===== config.mk =====
export PLATFORM = sky130hd
export DESIGN_NAME = sw_arbiter
export DESIGN_NICKNAME = d
export VERILOG_FILES = /design/src/rtl/sw_pkg.sv /design/src/rtl/sw_arbiter_rr_pick.sv /design/src/rtl/sw_arbiter.sv
export SDC_FILE = /design/constraint.sdc
export NUM_CORES = 1
export LEC_CHECK = 0
export CAP_MARGIN = 20
export CORE_ASPECT_RATIO = 0.75
export CORE_MARGIN = 4
export CORE_UTILIZATION = 30
export DETAILED_ROUTE_END_ITERATION = 10
export GPL_TIMING_DRIVEN = 1
export SYNTH_ARGS = -nofsm -noshare
export SYNTH_HDL_FRONTEND = slang
export SYNTH_SLANG_ARGS = --single-unit

===== constraint.sdc =====
create_clock -name clk -period 3.56 [get_ports clk]
set_clock_uncertainty 0.15 [all_clocks]
set_input_delay 0.356 -clock clk [delete_from_list [all_inputs] [get_ports clk]]
set_output_delay 0.356 -clock clk [all_outputs]
set_load 0.02 [all_outputs]

===== src/rtl/sw_pkg.sv =====
// Shared types and helpers for the switch arbiter.
package sw_pkg;

  localparam int NPORT = 4;

  typedef logic [1:0] port_id_t;

  typedef enum logic [1:0] {IDLE, GRANT, RELEASE} arb_state_t;

  // Port-ID constants also used by sw.vh consumers
  localparam port_id_t PORT0 = 2'd0;
  localparam port_id_t PORT1 = 2'd1;
  localparam port_id_t PORT2 = 2'd2;
  localparam port_id_t PORT3 = 2'd3;

  // Index -> one-hot port vector
  function automatic logic [NPORT-1:0] id2onehot(input port_id_t id);
    logic [NPORT-1:0] v;
    v = '0;
    v[id] = 1'b1;
    return v;
  endfunction

  // One-hot port vector -> index (lowest set bit wins if not one-hot)
  function automatic port_id_t onehot2id(input logic [NPORT-1:0] v);
    port_id_t id;
    id = PORT0;
    for (int i = NPORT - 1; i >= 0; i--) begin
      if (v[i]) id = port_id_t'(i);
    end
    return id;
  endfunction

endpackage


===== src/rtl/sw_arbiter_rr_pick.sv =====
// Rotating-priority encoder: first requester at or after ptr, wrapping.
module rr_pick
  import sw_pkg::*;
(
  input  logic [NPORT-1:0] req,
  input  port_id_t         ptr,
  output logic             valid,
  output port_id_t         id
);

  // Walk offsets from highest to lowest so the smallest offset from ptr wins
  always_comb begin
    port_id_t idx;
    valid = 1'b0;
    id    = ptr;
    idx   = ptr;
    for (int k = NPORT - 1; k >= 0; k--) begin
      idx = ptr + port_id_t'(k);
      if (req[idx]) begin
        valid = 1'b1;
        id    = idx;
      end
    end
  end

endmodule


===== src/rtl/sw_arbiter.sv =====
// Round-robin arbiter for the shared switch resource with a grant watchdog.
module sw_arbiter
  import sw_pkg::*;
#(
  parameter int HOLD_MAX = 16
) (
  input  logic             clk,
  input  logic             rst,
  input  logic [NPORT-1:0] req,
  input  logic             ack,
  output logic [NPORT-1:0] gnt,
  output logic [1:0]       gnt_id,
  output logic             busy,
  output logic             err
);

  localparam logic [7:0] HOLD_LAST = 8'(HOLD_MAX - 1);
  localparam logic [7:0] HOLD_SAT  = 8'(HOLD_MAX);

  arb_state_t       state_q, state_d;
  logic [NPORT-1:0] gnt_q, gnt_d;
  port_id_t         gnt_id_q, gnt_id_d;
  port_id_t         ptr_q, ptr_d;
  logic [7:0]       hold_q, hold_d;
  logic             busy_q, busy_d;
  logic             err_q, err_d;

  logic             pick_valid;
  port_id_t         pick_id;

  // Single picker shared by IDLE and RELEASE; both arbitrate from ptr_q
  rr_pick u_pick (
    .req   (req),
    .ptr   (ptr_q),
    .valid (pick_valid),
    .id    (pick_id)
  );

  // Next-state and registered-output computation
  always_comb begin
    state_d  = state_q;
    gnt_d    = gnt_q;
    gnt_id_d = gnt_id_q;
    ptr_d    = ptr_q;
    hold_d   = hold_q;
    err_d    = 1'b0;
    case (state_q)
      IDLE, RELEASE: begin
        if (pick_valid) begin
          gnt_d    = id2onehot(pick_id);
          gnt_id_d = pick_id;
          hold_d   = '0;
          state_d  = GRANT;
        end else begin
          state_d  = IDLE;
        end
      end
      GRANT: begin
        hold_d = (hold_q == HOLD_SAT) ? hold_q : hold_q + 8'd1;
        // ack outranks abort, abort outranks the watchdog
        if (ack || !req[gnt_id_q] || hold_q == HOLD_LAST) begin
          err_d   = !ack && req[gnt_id_q];
          gnt_d   = '0;
          ptr_d   = gnt_id_q + port_id_t'(1);
          state_d = RELEASE;
        end
      end
      default: begin
        gnt_d   = '0;
        state_d = IDLE;
      end
    endcase
    busy_d = |gnt_d;
  end

  // State and output registers with synchronous reset
  always_ff @(posedge clk) begin
    if (rst) begin
      state_q  <= IDLE;
      gnt_q    <= '0;
      gnt_id_q <= PORT0;
      ptr_q    <= PORT0;
      hold_q   <= '0;
      busy_q   <= 1'b0;
      err_q    <= 1'b0;
    end else begin
      state_q  <= state_d;
      gnt_q    <= gnt_d;
      gnt_id_q <= gnt_id_d;
      ptr_q    <= ptr_d;
      hold_q   <= hold_d;
      busy_q   <= busy_d;
      err_q    <= err_d;
    end
  end

  assign gnt    = gnt_q;
  assign gnt_id = gnt_id_q;
  assign busy   = busy_q;
  assign err    = err_q;

endmodule

Word level (Yosys, flattened, before mapping):

Cells that the tools add are included.

* register bits after elaboration: 20
* logic and storage cells: 71
* input port bits: 7

* reduce and logical (&&, ||, !) cells: 14
* $add $sub $neg: 5
* eq/ne operators: 7
* order comparisons: 7
* bitwise gates (word level): 2
* muxes and demuxes: 29

Operators by type and width (number)
* < comparator 2 x 3 -> 1 bit (second input constant): 6
* two-way mux 8 bit: 2
* one-hot mux 8 bit (2 select lines): 1
* two-way mux 1 bit: 11
* binary-select mux 1 bit (select 2 bit): 5
* two-way mux 2 bit: 5
* adder 8 x 1 -> 8 bit (second input constant): 1
* == test 8 x 4 -> 1 bit (second input constant): 1
* == test 8 x 5 -> 1 bit (second input constant): 1
* two-way mux 4 bit: 2
* one-hot mux 4 bit (2 select lines): 1
* inequality test 2 bit (second input constant): 3
* adder 2 x 1 -> 2 bit (second input constant): 2
* adder 2 bit (second input constant): 2
* one-hot mux 2 bit (2 select lines): 1
* AND reduction 2 bit: 2
* OR reduction 4 bit: 1
* AND reduction 3 bit: 1
* OR reduction 3 bit: 1
* demux 1 bit (select 2 bit): 1
* == test 2 x 1 -> 1 bit (second input constant): 1
* == test 2 bit (second input constant): 1
* >= comparator 2 x 1 -> 1 bit (second input constant): 1
* logical AND 1 bit: 2
* other kinds (6): 9

Logic depth before layout (Yosys ltp):

* depth in word-level cells: 14
* depth in mapped cells: 6

Cells and area by module:

Synthesis repeated with hierarchy kept, for this count alone.

* cell total of the unflattened synthesis: 135
* area total of the unflattened synthesis: 1161.1 um^2

Modules (own cells, without submodules)
* sw_arbiter: area each 1061.0 um^2, instances 1, cells each 119
* rr_pick: area each 100.1 um^2, instances 1, cells each 16

Worst setup path after synthesis:

Ideal clock, no wire load.

* kind: reg2reg
* from: reg hold_q[5]
* to: reg ptr_q[0]
* stages on the path, launching flop included: 5
* path buffers: 0
* slack: 1.714 ns
* data required time: 3.287 ns
* data arrival time: 1.573 ns
* path through: dfxtp_1 > or3_4 > or3_1 > a21oi_1 > mux2_1

* cells in the longest elaborated chain, start to end: 3

Ends and longest elaborated chain
* start: declaration: RTL line sw_arbiter.sv:24 `logic [7:0] hold_q, hold_d;`
* start signal: assignment: RTL line sw_arbiter.sv:91 `hold_q <= hold_d;`
* == test 8 x 4 -> 1 bit: RTL line sw_arbiter.sv:61 `if (ack || !req[gnt_id_q] || hold_q == HOLD_LAST) begin`
* logical OR 1 bit: RTL line sw_arbiter.sv:61
* AND reduction 2 bit (no source line)
* end signal: assignment: RTL line sw_arbiter.sv:90 `ptr_q <= ptr_d;`
* end: declaration: RTL line sw_arbiter.sv:23 `port_id_t ptr_q, ptr_d;`

No other way between the ends.
A chain may end at the register's enable or synchronous reset.

Worst setup path after layout:

* from: in req[3]
* to: reg gnt_q[0], in the netlist gnt[0]

* cells in the longest elaborated chain, start to end: 12
* elaborated cells on any way between the ends: 29

Ends and longest elaborated chain
* start: declaration: RTL line sw_arbiter.sv:9 `input logic [NPORT-1:0] req,`
* binary-select mux 1 bit (select 2 bit): RTL line sw_arbiter_rr_pick.sv:19 `if (req[idx]) begin`
* two-way mux 1 bit (not written as such): RTL line sw_arbiter_rr_pick.sv:19
* two-way mux 2 bit (4 in a row): RTL line sw_arbiter_rr_pick.sv:19
* < comparator 2 x 3 -> 1 bit (not written as such) or >= comparator 2 x 1 -> 1 bit (tied branches): RTL line sw_pkg.sv:20 `v[id] = 1'b1;`
* logical AND 1 bit (not written as such): RTL line sw_pkg.sv:20
* two-way mux 1 bit (not written as such): RTL line sw_pkg.sv:20
* demux 1 bit (select 2 bit): RTL line sw_pkg.sv:20
* two-way mux 4 bit: RTL line sw_arbiter.sv:49 `if (pick_valid) begin`
* one-hot mux 4 bit (2 select lines) *: RTL line sw_arbiter.sv:47 `case (state_q)`
* end signal: assignment: RTL line sw_arbiter.sv:88 `gnt_q <= gnt_d;`
* end: declaration: RTL line sw_arbiter.sv:21 `logic [NPORT-1:0] gnt_q, gnt_d;`

Every way passes the cells marked *; elsewhere a longest branch is shown, timed or not. The select of a mux whose other input is x is not followed.

==> impl_metrics.json <==
{
  "fin_cells": 181,
  "num_vias": 989,
  "finalMaxSlewViolations": 0,
  "relSlewSlack_pct": 61.5,
  "num_rows": 18,
  "post-cts-setup-buffers": 0,
  "yosysTopAreaCell": "dfxtp_1",
  "synth_edf_count": 0,
  "drtIter0Drc": 99,
  "cts_resized": 0,
  "syn_area_per_cell_um2": 8.72,
  "antenna_found_initial": 0,
  "switchingPower_uw": 140,
  "cts-hold-fix-buffers": 0,
  "routed_wirelength_mm": 2.49,
  "fp.dieW_um": 77.6,
  "cp-end-kind": "flop",
  "combPwrFrac_pct": 20.2,
  "power_density_nw_per_um2": 374,
  "synth_top_flop_cell": "dfxtp_1",
  "root_buffer": "clkbuf_8",
  "status": "complete, no violations",
  "wl_per_cell_um": 13.8,
  "fmax_mhz": 463,
  "clkTransAtPathRegs_ns": 0.07,
  "ios": 15,
  "start_util_pct": 32.3,
  "power_switching_share_pct": 28.4,
  "hold_path.class": "flop to flop",
  "clkLatencyLatePin_ns": 0.26,
  "dp.cells": 178,
  "synthCells": 125,
  "yosys-top-cells-area": "dfxtp_1 37%, nand2_1 6.5%, a21oi_1 4.6%",
  "area_growth_pct": 21.1,
  "cts_buffers": 3,
  "yosysWarnings": 0,
  "async_reset_ff_share_pct": 0,
  "fin_tns_setup_ns": 0,
  "drtAntennaViolNets": 0,
  "worst_pin_slew_ns": 0.574,
  "utilization_pct": 39.1,
  "drc": 0,
  "nets": 152,
  "synth_top_area_share_pct": 36.7,
  "grt_max_degree": 13,
  "grt_pass1_vias": 857,
  "finalInstanceArea_um2": 1320,
  "die_height_um": 60.2,
  "tritoncts": "yes",
  "diodes": 0,
  "layout-drive-gt1-share_pct": 8.51,
  "core_um2": 3380,
  "fin_crit_sh_pct": 60.7,
  "p_leak_uw": 0.000449,
  "vias_per_cell": 5.46,
  "worst_ep_required_time_ns": 3.57,
  "cp.arrival_ns": 2.17,
  "hold_violations": 0,
  "dp_hpwl_mm": 1.85,
  "nFillCells": 346,
  "critPathKind": "primary input to flop",
  "clkSinkCount": 20,
  "cellInternalPower_uw": 354,
  "reg2reg_depth": 5,
  "setup-violations-final": 0,
  "htree_levels": 1,
  "gp_congestion": 0.862,
  "drtPass1Iterations": 4,
  "power_frac_seq_pct": 50.1,
  "critPathLaunchType": "primary input",
  "worst_hold_path.num_cells": 2,
  "ys_seq_area_share_pct": 36.7,
  "clockBufferDepth": 2,
  "grt_pass1_wl_mm": 4.01,
  "synth-seq-cells": 20,
  "dieArea_um2": 4670,
  "vdd_drop_max_v": 0.000201,
  "max_cap_violations": 0,
  "overflow": 0,
  "netlist_area_um2": 1090,
  "period_minus_slack_ns": 2.16,
  "placed_area_um2": 1280,
  "synth_cell_types": 45,
  "syn_nets": 134,
  "path_max_fanout": 10,
  "rsz0062_at_grt": "no",
  "port_buffers": 14,
  "track_usage_pct": 11.2,
  "pwr-share-clk_pct": 29.8
}
## worst max-delay path, stage by stage
cell,delay [ns]
clkdlybuf4s50_1,0.62
or4_1,0.17
nand2_1,0.24
or3_1,0.47
o32ai_1,0.31
## routing by layer
| metal | track usage, % | part of all wire [%] | up-vias |
|---|---|---|---|
| li1 | - | - | 502 |
| met1 | 16.0 | 55 | 462 |
| met2 | 15.6 | 41 | 22 |
| met3 | 4.07 | 3.9 | 3 |
| met4 | 3.05 | 0.32 | 0 |
| met5 | 0 | 0 | - |
## per-stage QoR
stage	power, uW	hold WS [ns]	setup WS, ns
2_1_floorplan	313	0.302	1.71
6_report	494	0.349	1.40
3_3_place_gp	350	0.321	1.19
4_1_cts	497	0.349	1.42
5_1_grt	521	0.389	1.28
3_5_place_dp	351	0.335	1.14
## cells by family after synthesis
kind of cell | synth area share [%]
AND/OR/NAND/NOR | 24.5
XOR/XNOR | 2.41
buffers and inverters | 3.21
AO/OA/AOI/OAI | 27.1
adder cells (fa/ha/maj) | 2.30
flip-flops | 36.7
multiplexers | 3.79
## state kept, by name, indices dropped and copies added, names as in the netlist
register / count
gnt_id: 2
err: 1
ptr_q: 2
state_q: 2
hold_q: 8
gnt: 4
busy: 1
## cell type report
cell class / instances / area (um2) / area share [%]
inverters: 7 / 26.3 / 1.99
well taps: 40 / 50.0 / 3.79
flip-flops and latches: 20 / 400 / 30.3
clock buffers: 3 / 41.3 / 3.13
repair buffers: 15 / 148 / 11.2
multi-input cells: 96 / 654 / 49.6
## worst paths after layout
kind	slack, ns	to	start
min reg2reg	0.35	gnt[2]	gnt[2]
min	0.35	gnt[2]	gnt[2]
max reg2reg	1.52	ptr_q[0]	hold_q[1]
max	1.40	gnt[0]	req[3]
## cells in the final DEF (no fill, tap or decap), types with 3 or more instances in the layout
master           instances
nor2b_1                  4
o32ai_1                  4
nor2_1                   5
nand3_1                  3
o21ai_0                  3
o2111ai_1                4
clkbuf_8                 3
dfxtp_1                 20
clkdlybuf4s50_1         14
inv_1                    6
mux2i_1                  3
a21oi_1                 10
nand2_1                 19
or4_1                    3
a2111o_1                 3
## Yosys cell counts (2+ instances only)
| cell | n |
|---|---|
| a2111o_1 | 3 |
| a21oi_1 | 10 |
| dfxtp_1 | 20 |
| ha_1 | 2 |
| inv_1 | 6 |
| mux2i_1 | 3 |
| nand2_1 | 19 |
| nand2b_1 | 2 |
| nand3_1 | 3 |
| nor2_1 | 5 |
| nor2b_1 | 4 |
| nor3_1 | 2 |
| o2111ai_1 | 4 |
| o21ai_0 | 3 |
| o31ai_1 | 2 |
| o32ai_1 | 4 |
| or3_1 | 2 |
| or4_1 | 3 |
| xnor2_1 | 2 |
## power by group through the flow
| stage | clock network, uW | registers, uW | logic (uW) |
|---|---|---|---|
| floorplan | 0 | 255 | 57.5 |
| global placement | 0 | 252 | 98.5 |
| detailed placement | 0 | 252 | 98.8 |
| CTS | 151 | 247 | 99.5 |
| global route | 161 | 249 | 111 |
| finish | 147 | 247 | 99.6 |
No activity file was read; power rests on OpenSTA's default activity.
==> edit, RTL diff (same flow settings) <==
Remove the register `err_q`: a continuous assignment takes its place, so the output `err` follows one clock earlier.
--- a/src/rtl/sw_arbiter.sv
+++ b/src/rtl/sw_arbiter.sv
@@ -84,3 +84,2 @@
       busy_q   <= 1'b0;
-      err_q    <= 1'b0;
     end else begin
@@ -92,5 +91,6 @@
       busy_q   <= busy_d;
-      err_q    <= err_d;
     end
   end
+
+  assign err_q = err_d;
 
Behaviour: no difference found for any inputs over 10 cycles, from zero or initial values and one cycle with rst high; that may be too few to reach the edited logic, so the function may still have changed.
==> edit against the original RTL <==
- via count is 2.7% lower
- setup slack lost 0.72 ns
- highest routed layer unchanged
- sequential cell count shrank 1
- routed wire length fell by 2.0%
- design area rose by 0.76%
- power down 0.82%
- synthesized area rose by 0.69%
==> edit: results <==
[routing]
first_iter_violations = 58
routed-via-count = 962
drtPass1Iterations = 4
avgRoutedWirePerCell_um = 13.19

[grt]
globalRouteMet2Util_pct = 15.49
global_route.usage.total_pct = 10.98
first_pass_grt_wire_length_um = 4084
grt_pass1_vias = 876
grtUsageMet3_pct = 3.412
number_of_antenna_violations_at_the_first_check_in_global_routing = 0
routing_usage_on_met1_pct = 15.42

[synthesis]
yosys-top-cells-count = "sky130_fd_sc_hd__dfxtp_1, sky130_fd_sc_hd__nand2_1, sky130_fd_sc_hd__a21oi_1"
synth_area_leaders = "sky130_fd_sc_hd__dfxtp_1, sky130_fd_sc_hd__nand2_1, sky130_fd_sc_hd__a21oi_1"
synth_cells = 121
synthDistinctLibCells = 44
seq_area_frac_synth_pct = 34.66
syn_nets = 130

[cts]
cts.root.buffer_cell = "sky130_fd_sc_hd__clkbuf_8"
clockBufferDepth = 2
cts-htree-levels = 1
cts.reportedPaths.clkPinSlew_ns = 0.07

[layout]
largest_register_ffs = 8
fillers = 337
finalNonFillerCells = 185
share_of_post_route_cells_with_drive_strength_above_1_pct = 9.630
num-nets-final = 145

[place]
detailed_place.area_mm2 = 0.001284
routabilityCongestion = 0.8245
dpl.cell_count = 181
dpl.hpwl_um = 1828

[setup_path]
critical-path-top-delay-family = "buffers and inverters"
timing.rr.end = "ptr_q[0]"
crit-reg2reg-launch = "hold_q[7]"
endpoint = "err"
largest_stage_delay_on_the_critical_path_ns = 0.66
minimum_setup_slack_among_reg_to_reg_paths_ns = 1.60
r2r_cells = 4
path_max_fanout = 8
worstPathArrival_ns = 2.37

[power_and_ir_drop]
p_leak_nw = 0.4384
peakVddDrop_mv = 0.2064

[sta]
maxSlewHeadroom_pct = 62.71

[status]
outcome = "finished clean"
edit: cell types whose count changed after synthesis, moves of 2 or more:
| cell | delta |
|---|---|
| sky130_fd_sc_hd__nand2_1 | -4 |
| sky130_fd_sc_hd__a21oi_1 | -3 |
| sky130_fd_sc_hd__nand3_1 | +3 |
| sky130_fd_sc_hd__and3_1 | +2 |
| sky130_fd_sc_hd__clkbuf_1 | +2 |
edit: final cells by class:
cell class / count / area (µm²) / area share [%]
Clock inverter: 1 / 5.005 / 0.3763
Tap cell: 50 / 62.56 / 4.704
Sequential cell: 19 / 380.4 / 28.60
Inverter: 6 / 22.52 / 1.693
Multi-Input combinational cell: 92 / 678.2 / 50.99
Clock buffer: 3 / 41.29 / 3.104
Timing Repair Buffer: 14 / 140.1 / 10.54
edit: report_power, final:
part           switching (mW)  internal, mW  total (mW)
clock                  0.0755        0.0779       0.153
sequential             0.0114         0.223       0.234
combinational          0.0581        0.0440       0.102
edit: layer usage:
layer | vias up | share of wire, %
met4 | 0 | 0.90
li1 | 485 | -
met3 | 4 | 6.3
met5 | - | 0
met1 | 447 | 50
met2 | 26 | 43
edit: worst min path at each step:
stage | slack (ns) | endpoint | depth (start not counted) | start
floorplan | 0.30 | hold_q[7] | 2 | hold_q[7]
CTS | 0.34 | hold_q[7] | 2 | hold_q[7]
detailed placement | 0.33 | hold_q[7] | 2 | hold_q[7]
finish | 0.34 | hold_q[7] | 2 | hold_q[7]
global route | 0.36 | hold_q[7] | 2 | hold_q[7]
global placement | 0.32 | hold_q[7] | 2 | hold_q[7]
edit: stage by stage:
step	worst slack, ns	total power, mW
4_1_cts	0.6931	0.4937
3_3_place_gp	0.7422	0.3392
3_5_place_dp	0.6983	0.3404
2_1_floorplan	1.388	0.3042
5_1_grt	0.6085	0.5156
6_report	0.6829	0.4899
edit: cells by family (layout without fill, tap and decap cells):
logic type,after synthesis,after routing,synth area share (%)
flip-flops,19,19,34.66
XOR/XNOR,2,2,1.597
buffers and inverters,10,24,3.534
multiplexers,4,4,3.763
AND/OR/NAND/NOR,51,51,27.14
AO/OA/AOI/OAI,33,33,27.03
adder cells (fa/ha/maj),2,2,2.280
edit: worst min-delay path, cell delays in order, from the launching register on:
cell	delay [ns]
sky130_fd_sc_hd__dfxtp_1	0.33
sky130_fd_sc_hd__o31ai_1	0.07
sky130_fd_sc_hd__a21oi_1	0.06
